$ cat config.mk
export PLATFORM = sky130hd
export DESIGN_NAME = pn_spread_ctrl
export DESIGN_NICKNAME = d
export VERILOG_FILES = /design/src/rtl/pn_spread_ctrl.sv
export SDC_FILE = /design/constraint.sdc
export NUM_CORES = 1
export LEC_CHECK = 0
export CAP_MARGIN = 10
export CORE_ASPECT_RATIO = 1.2
export CORE_MARGIN = 5
export CORE_UTILIZATION = 57
export DETAILED_ROUTE_END_ITERATION = 7
export PLACE_DENSITY = 0.79
export SLEW_MARGIN = 10
export SYNTH_ARGS = -nofsm -noshare
export SYNTH_HDL_FRONTEND = slang
export SYNTH_SLANG_ARGS = --single-unit
$ cat constraint.sdc
create_clock -name clk -period 2.41 [get_ports clk]
set_input_delay 0.482 -clock clk [delete_from_list [all_inputs] [get_ports clk]]
set_output_delay 0.482 -clock clk [all_outputs]
set_load 0.1 [all_outputs]
$ cat src/rtl/pn_spread_ctrl.sv
// PN spreading controller: each data bit is XORed with a 127-chip m-sequence
// that restarts from the seed for every bit. One chip is emitted every CHIP_DIV clocks.
module pn_spread_ctrl #(
  parameter int CHIP_DIV       = 4,
  parameter int BITS_PER_FRAME = 8
) (
  input  logic       clk,
  input  logic       reset_n,
  input  logic       start,
  input  logic       abort,
  input  logic       seed_load,
  input  logic [6:0] seed,
  input  logic       bit_in,
  input  logic       bit_valid,
  output logic       bit_ready,
  output logic       chip_out,
  output logic       chip_valid,
  output logic       sym_start,
  output logic       busy,
  output logic       done,
  output logic       underrun
);

  localparam logic [2:0] S_IDLE = 3'd0;
  localparam logic [2:0] S_LOAD = 3'd1;
  localparam logic [2:0] S_WAIT = 3'd2;
  localparam logic [2:0] S_RUN  = 3'd3;
  localparam logic [2:0] S_DONE = 3'd4;

  localparam logic [6:0] SEED_DEF  = 7'b1000001;
  localparam logic [6:0] CHIP_LAST = 7'd126;
  localparam logic [7:0] DIV_LAST  = 8'(CHIP_DIV - 1);
  localparam logic [7:0] BIT_LAST  = 8'(BITS_PER_FRAME - 1);

  logic [2:0] state;
  logic [6:0] seed_reg;
  logic [6:0] pn;        // pn[0] = p1 ... pn[6] = p7
  logic       buf_full;
  logic       buf_bit;
  logic       cur_bit;
  logic [7:0] div_cnt;
  logic [6:0] chip_cnt;
  logic [7:0] bit_cnt;

  logic strobe;
  logic accept;

  // Feedback p7^p4^p3^p2 enters p1; all other stages shift up by one.
  function automatic logic [6:0] pn_advance(input logic [6:0] r);
    return {r[5:0], r[6] ^ r[3] ^ r[2] ^ r[1]};
  endfunction

  assign strobe     = (state == S_RUN) && (div_cnt == DIV_LAST) && !abort;
  assign bit_ready  = !buf_full && ((state == S_LOAD) || (state == S_WAIT) || (state == S_RUN));
  assign accept     = bit_valid && bit_ready;
  assign chip_valid = strobe;
  assign chip_out   = strobe & (cur_bit ^ pn[6]);
  assign sym_start  = strobe && (chip_cnt == 7'd0);
  assign busy       = (state != S_IDLE);
  assign done       = (state == S_DONE) && !abort;

  always_ff @(posedge clk or negedge reset_n) begin
    if (!reset_n) begin
      state    <= S_IDLE;
      seed_reg <= SEED_DEF;
      pn       <= SEED_DEF;
      buf_full <= 1'b0;
      buf_bit  <= 1'b0;
      cur_bit  <= 1'b0;
      div_cnt  <= 8'd0;
      chip_cnt <= 7'd0;
      bit_cnt  <= 8'd0;
      underrun <= 1'b0;
    end else begin
      underrun <= 1'b0;
      if (abort) begin
        // abort wins over start and drops any buffered bit
        state    <= S_IDLE;
        buf_full <= 1'b0;
      end else begin
        if (accept) begin
          buf_full <= 1'b1;
          buf_bit  <= bit_in;
        end
        case (state)
          S_IDLE: begin
            if (seed_load) seed_reg <= (seed == 7'd0) ? SEED_DEF : seed;
            if (start) state <= S_LOAD;
          end
          S_LOAD: begin
            pn       <= seed_reg;
            div_cnt  <= 8'd0;
            chip_cnt <= 7'd0;
            bit_cnt  <= 8'd0;
            state    <= S_WAIT;
          end
          S_WAIT: begin
            if (buf_full) begin
              cur_bit  <= buf_bit;
              buf_full <= 1'b0;
              div_cnt  <= 8'd0;
              state    <= S_RUN;
            end
          end
          S_RUN: begin
            if (div_cnt == DIV_LAST) begin
              div_cnt <= 8'd0;
              if (chip_cnt == CHIP_LAST) begin
                pn       <= seed_reg;
                chip_cnt <= 7'd0;
                if (bit_cnt == BIT_LAST) begin
                  state <= S_DONE;
                end else begin
                  bit_cnt <= bit_cnt + 8'd1;
                  // a buffered bit continues seamlessly; otherwise starve in WAIT
                  if (buf_full) begin
                    cur_bit  <= buf_bit;
                    buf_full <= 1'b0;
                  end else begin
                    state    <= S_WAIT;
                    underrun <= 1'b1;
                  end
                end
              end else begin
                pn       <= pn_advance(pn);
                chip_cnt <= chip_cnt + 7'd1;
              end
            end else begin
              div_cnt <= div_cnt + 8'd1;
            end
          end
          S_DONE: begin
            buf_full <= 1'b0;
            state    <= S_IDLE;
          end
          default: state <= S_IDLE;
        endcase
      end
    end
  end

endmodule

Yosys cells after proc, flatten, opt, wreduce, memory -nomap -nowiden
Cells that the tools add are included.
{"block": "word_totals", "in_bits": 14, "word_cells": 99, "register_bits": 44, "output_inout_bits": 7}
{"block": "classes", "addsub": 3, "n_bitwise": 6, "muxes": 40, "n_eq_ne": 16, "reduce_logical": 24}
{"operator": "8-bit two-way mux", "n": 5}
{"operator": "7-bit two-way mux", "n": 5}
{"operator": "7-bit case mux with 2 select lines", "n": 2}
{"operator": "8-bit case mux with 3 select lines", "n": 1}
{"operator": "3-bit two-way mux", "n": 7}
{"operator": "8-bit by 1-bit adder with 8-bit output, second input constant", "n": 2}
{"operator": "1-bit two-way mux", "n": 16}
{"operator": "8-bit case mux with 2 select lines", "n": 1}
{"operator": "5-bit AND reduction", "n": 3}
{"operator": "7-bit zero test", "n": 2}
{"operator": "3-bit case mux with 4 select lines", "n": 1}
{"operator": "3-bit AND reduction", "n": 3}
{"operator": "8-bit by 2-bit == test with 1-bit output, second input constant", "n": 1}
{"operator": "8-bit by 3-bit == test with 1-bit output, second input constant", "n": 1}
{"operator": "7-bit by 1-bit adder with 7-bit output, second input constant", "n": 1}
{"operator": "7-bit == test, second input constant", "n": 1}
{"operator": "3-bit by 2-bit == test with 1-bit output, second input constant", "n": 2}
{"operator": "1-bit logical AND", "n": 6}
{"operator": "3-bit by 2-bit inequality test with 1-bit output, second input constant", "n": 2}
{"operator": "3-bit inequality test, second input constant", "n": 2}
{"operator": "3-bit nonzero test", "n": 2}
{"operator": "2-bit by 1-bit inequality test with 1-bit output, second input constant", "n": 2}
{"operator": "2-bit inequality test, second input constant", "n": 2}
{"operator": "4-bit by 3-bit inequality test with 1-bit output, second input constant", "n": 1}
{"operator": "12 further kinds", "n": 18}

Longest topological paths before layout
{"block": "depth", "ltp_word": 12, "ltp_mapped": 8, "mapped_depth_nobuf": 7}

Worst setup path before layout
No wires, ideal clock.
{"block": "synth_path", "kind": "reg-to-output", "startpoint": "reg div_cnt[0]", "endpoint": "out sym_start", "path_slack_ps": -2191, "t_required_ps": 1928, "t_arrival_ps": 4119, "n_path_buf": 0, "stages_incl_launch_ff": 5, "path_cell_list": "dfrtp_1 -> ha_1 -> nor4b_2 -> nand4_1 -> nor4bb_1"}
{"block": "synth_between", "elab_chain_len": 4}
{"item": "start: declaration", "line": "41", "text": "logic [7:0] div_cnt;"}
{"item": "start signal: assignment", "line": "129", "text": "div_cnt <= div_cnt + 8'd1;"}
{"item": "8-bit by 2-bit == test with 1-bit output", "line": "53", "text": "assign strobe = (state == S_RUN) && (div_cnt == DIV_LAST) && !abort;"}
{"item": "1-bit logical AND (2 in series)", "line": "53"}
{"item": "1-bit logical AND", "line": "58", "text": "assign sym_start = strobe && (chip_cnt == 7'd0);"}
{"item": "end: declaration", "line": "18", "text": "output logic sym_start,"}
No other way between the ends.

Worst setup path in the final report
Same ends and word-level chain as after synthesis.

==> results <==
- The flow ran to the end, but the final reports show violations.
- The final reports fail on negative setup slack.
- Once detail routing completed, the nets flagged for antenna violations numbered 0.
- The final worst hold slack is around 0.12 ns.
- STA puts the critical path data required time at about 1.9 ns.
- The most used flip-flop cell after synthesis is dfrtp_1.
- The placer's final routability congestion estimate is around 0.86.
- The startpoint of the lowest-slack register-to-register path is bit_cnt[4]$_DFFE_PN0P_.
- Measured along the x axis, the die boundary spans 70.1 µm.
- Yosys mapped the design onto 52 distinct sky130hd cell types.
- Per report_power, the sequential group accounts for 38.7% of the total.
- STA classifies the critical path endpoint as an output port.
- The clock group share of total power is 29.3%.
- The footprint of the multi-input gates is approximately 1300 µm².
- The count of max-cap constraint violations is 0.
- The type of the tightest min-delay check is primary input to asynchronous set/reset pin.
- The global-route usage over all layers is 21.2%.
- The worst supply voltage drop on vdd is 0.809 mV.
- The count of flip-flops with a built-in enable after synthesis is 0.
- The peak clock frequency supported by timing is 0.409 GHz.
- The die is 82.1 µm tall.
- The largest registers in the layout are bit_cnt (8), div_cnt (8).
- The minimum setup slack in the final design is -0.0365 ns.
- The I/O pin total is 21.
- The worst-path maximum fanout is 3.
- The largest total area in the synthesized netlist belongs to dfrtp_1.
- The number of warnings printed during yosys synthesis is 0.
- The final number of max-transition violations is 0.
- The starting density of the core is 58.4%.
- The detailed-route wire length per cell is roughly 16 µm.
- The final routed DRC violation total is 0.
- The endpoint of the most critical register-to-register path is bit_cnt[2]$_DFFE_PN0P_.
- Clock-pin slew was measured on the worst setup and hold paths at 0.09 ns.
- After synthesis, the share of flip-flops with an asynchronous set or reset is 100%.
- The final layout contains 320 nets.
- The number of global-route vias before repair came to ~2100.
- The portion of the post-synthesis area used by sequential elements is ~45%.
- The setup slack after placement is -0.124 ns.
- The number of hold-repair buffers added at the cts stage is 0.
- Relative to the synthesized area, the layout overhead comes to 26.2%.
- The routed design has 5720 µm of wire.
- The first global-routing pass estimated about 9700 µm of wire.
- The TritonCTS buffer count is 5.
- The detailed-route via count is 2137.
- The CTS H-tree depth is 2.
- Net switching is 32.6% of the power.
- The number of antenna violations at the first check in global routing is 0.
- Cells with a size suffix above 1 make up 21.5% of the layout.
- The switching power total is 0.876 mW.
- The critical path goes through ha_4 > nor4b_4 > nand4_1 > nor4bb_4 > buf_12.
- The worst clock skew is between 0.007 and 0.008 ns.
- In this run the tightest slew margin relative to its limit is 64.4%.
- TritonCTS built the clock tree.
- Setup violations remaining at the end of the flow were counted as 1.
- For the worst setup path, the data arrival time is just under 2 ns.
- Port buffering added 20 buffers.
- The filler cells instantiated in the layout total 295.
- The clock tree root driver cell is clkbuf_8.
- In the final layout, flip-flops and latches occupy 1110 µm².
- The post-synth design cell area is between 2000 and 2500 µm².
- The share of Yosys cell area claimed by the top area cell type is 40.5%.
- The internal power of the cells totals 1.81 mW.
- The sort of element at the start of the critical path is a register.
- For this design the static power due to leakage is ~1.3 nW.
- Before antenna repair, the detailed router went through 4 iterations.
- The post-synthesis cell count is 260.
- In this run, the number of DRC markers left after iteration 0 of detailed routing was 142.
- After routing, the total negative slack on setup checks comes to -0.0365 ns.
- The number of nets produced by synthesis is 279.
- Cells fill 73.7% of the core in the end.
- The final clock period utilization by the worst path is 102%.
- The HPWL after detailed placement is 4020 µm.
- On the worst path, the slowest cell contributes a delay of 0.43 ns.
- The number of rows created at floorplan is 26.
- The core box area is 4230 µm².
- The power density of the placed cells is about 860 nW/µm².
- Setup repair after global routing could not meet its margin everywhere.
- The number of cells on the worst reg-to-reg path is 5.
- The hold violation count in the final report was 0.
- The proportion of power drawn by combinational gates is between 30% and 40%.
- The worst setup path category is register to output port.
- Counting I/O delays and the setup requirement, the final critical path takes 2.45 ns.
- For this design, the slowest cell found on the critical path is dfrtp_1.
- The count of inserted antenna diode cells is 0.
- The area enclosed by the die boundary is 5750 µm².
- At the pin with the least slew margin, the transition time is 0.533 ns.
- Using the TritonRoute via totals, the vias-per-cell ratio works out to 5.97.
- The overflow left after global routing is 0.
- The setup slack of the most critical reg-to-reg path is 0.17 ns.
- For this design, the sink count on the clock tree is 44.
- The synthesized design contains 44 register bits.
- Entering global routing, the biggest net connects 23 pins.
- The clock latency of the later-clocked register in the worst-skew pair is 0.30 ns.
- By area the synthesized netlist is led by dfrtp_1, o21ai_0, nand2_1, dfstp_2, nor2_1.
- The average instance area after synthesis is 9.49 µm².
- The maximum count of clock buffers along a single path is 2.
-- critical path, delay by kind of cell, from the launching register on --
family	cells	cell delay (ns)
flip-flops	1	0.43
buffers and inverters	1	0.21
AND/OR/NAND/NOR	3	0.86
adder cells (fa/ha/maj)	1	0.16
-- area by class of cell --
cell class / count / area share (%)
Inverter: 7 / 0.843
Sequential cell: 44 / 35.5
Multi-Input combinational cell: 200 / 42.7
Timing Repair Buffer: 43 / 13.6
Clock buffer: 5 / 2.21
Tap cell: 56 / 2.25
Clock inverter: 3 / 2.89
-- stage by stage --
stage / cells / cell area, µm² / total power, mW
after global placement: 345 / 2890 / 1.86
after detailed placement: 345 / 2890 / 1.89
final: 358 / 3120 / 2.68
after floorplan: 260 / 2510 / 1.62
after global routing: 358 / 3120 / 2.82
after CTS: 357 / 3100 / 2.67
-- cell usage after synthesis (4+ instances only) --
library cell	number
o31ai_1	8
o21ai_0	26
mux2i_1	7
inv_1	7
mux2_2	6
xnor2_1	7
nand3_1	14
nand2_1	33
nor2b_1	4
nand4_1	6
nor3_1	6
nor2_1	24
dfstp_2	4
a21oi_1	5
ha_1	5
dfrtp_1	40
buf_6	4
nor4_1	4
a21o_1	4
-- cell families after synthesis --
family	count (synthesis)	synth area share, %
compound gates	60	15.9
mux	15	6.64
fa+ha+maj	5	2.53
xor+xnor	7	2.48
flops	44	44.8
buf+inv	16	4.11
simple gates	113	23.5
-- per-layer routing --
| layer | up-vias | track usage (%) | part of all wire (%) |
|---|---|---|---|
| li1 | 1022 | - | - |
| met1 | 1025 | 26.3 | 43 |
| met2 | 79 | 37.0 | 50 |
| met3 | 11 | 4.48 | 5.4 |
| met4 | 0 | 7.85 | 1.8 |
| met5 | - | 0 | 0 |
-- worst max path at each step --
stage,from,to,slack (ns),depth (start not counted)
floorplan,div_cnt[0]$_DFFE_PN0P_,sym_start,-0.49,4
global placement,abort,sym_start,-0.07,5
detailed placement,abort,sym_start,-0.12,5
CTS,div_cnt[0]$_DFFE_PN0P_,sym_start,-0.006,5
global route,div_cnt[0]$_DFFE_PN0P_,sym_start,-0.11,5
finish,div_cnt[0]$_DFFE_PN0P_,sym_start,-0.04,5
-- timing repair --
action | 4_1_cts | 5_1_grt
buffers inserted | 4 | 1
pin swaps | 4 | 4
gates resized for setup | 5 | 1
setup endpoints to repair | 3 | 3
-- layout by cell type, fill, tap and decap left out, types with 6 or more instances in the layout --
| master | count |
|---|---|
| inv_1 | 7 |
| nand4_1 | 6 |
| nor2_1 | 23 |
| o31ai_1 | 8 |
| xnor2_1 | 7 |
| o21ai_0 | 26 |
| dfrtp_1 | 40 |
| mux2_2 | 6 |
| nand3_1 | 14 |
| nand2_1 | 33 |
| buf_4 | 24 |
| mux2i_1 | 7 |
| clkdlybuf4s50_1 | 11 |
| buf_12 | 6 |
-- power by group through the flow --
stage               Sequential [mW]  Clock [mW]  Combinational [mW]
floorplan                      1.01           0               0.619
global placement               1.04           0               0.817
detailed placement             1.05           0               0.838
CTS                            1.04       0.784               0.848
global route                   1.06       0.817               0.944
finish                         1.04       0.786               0.858
Note: power is estimated with default switching activity, not from simulation.
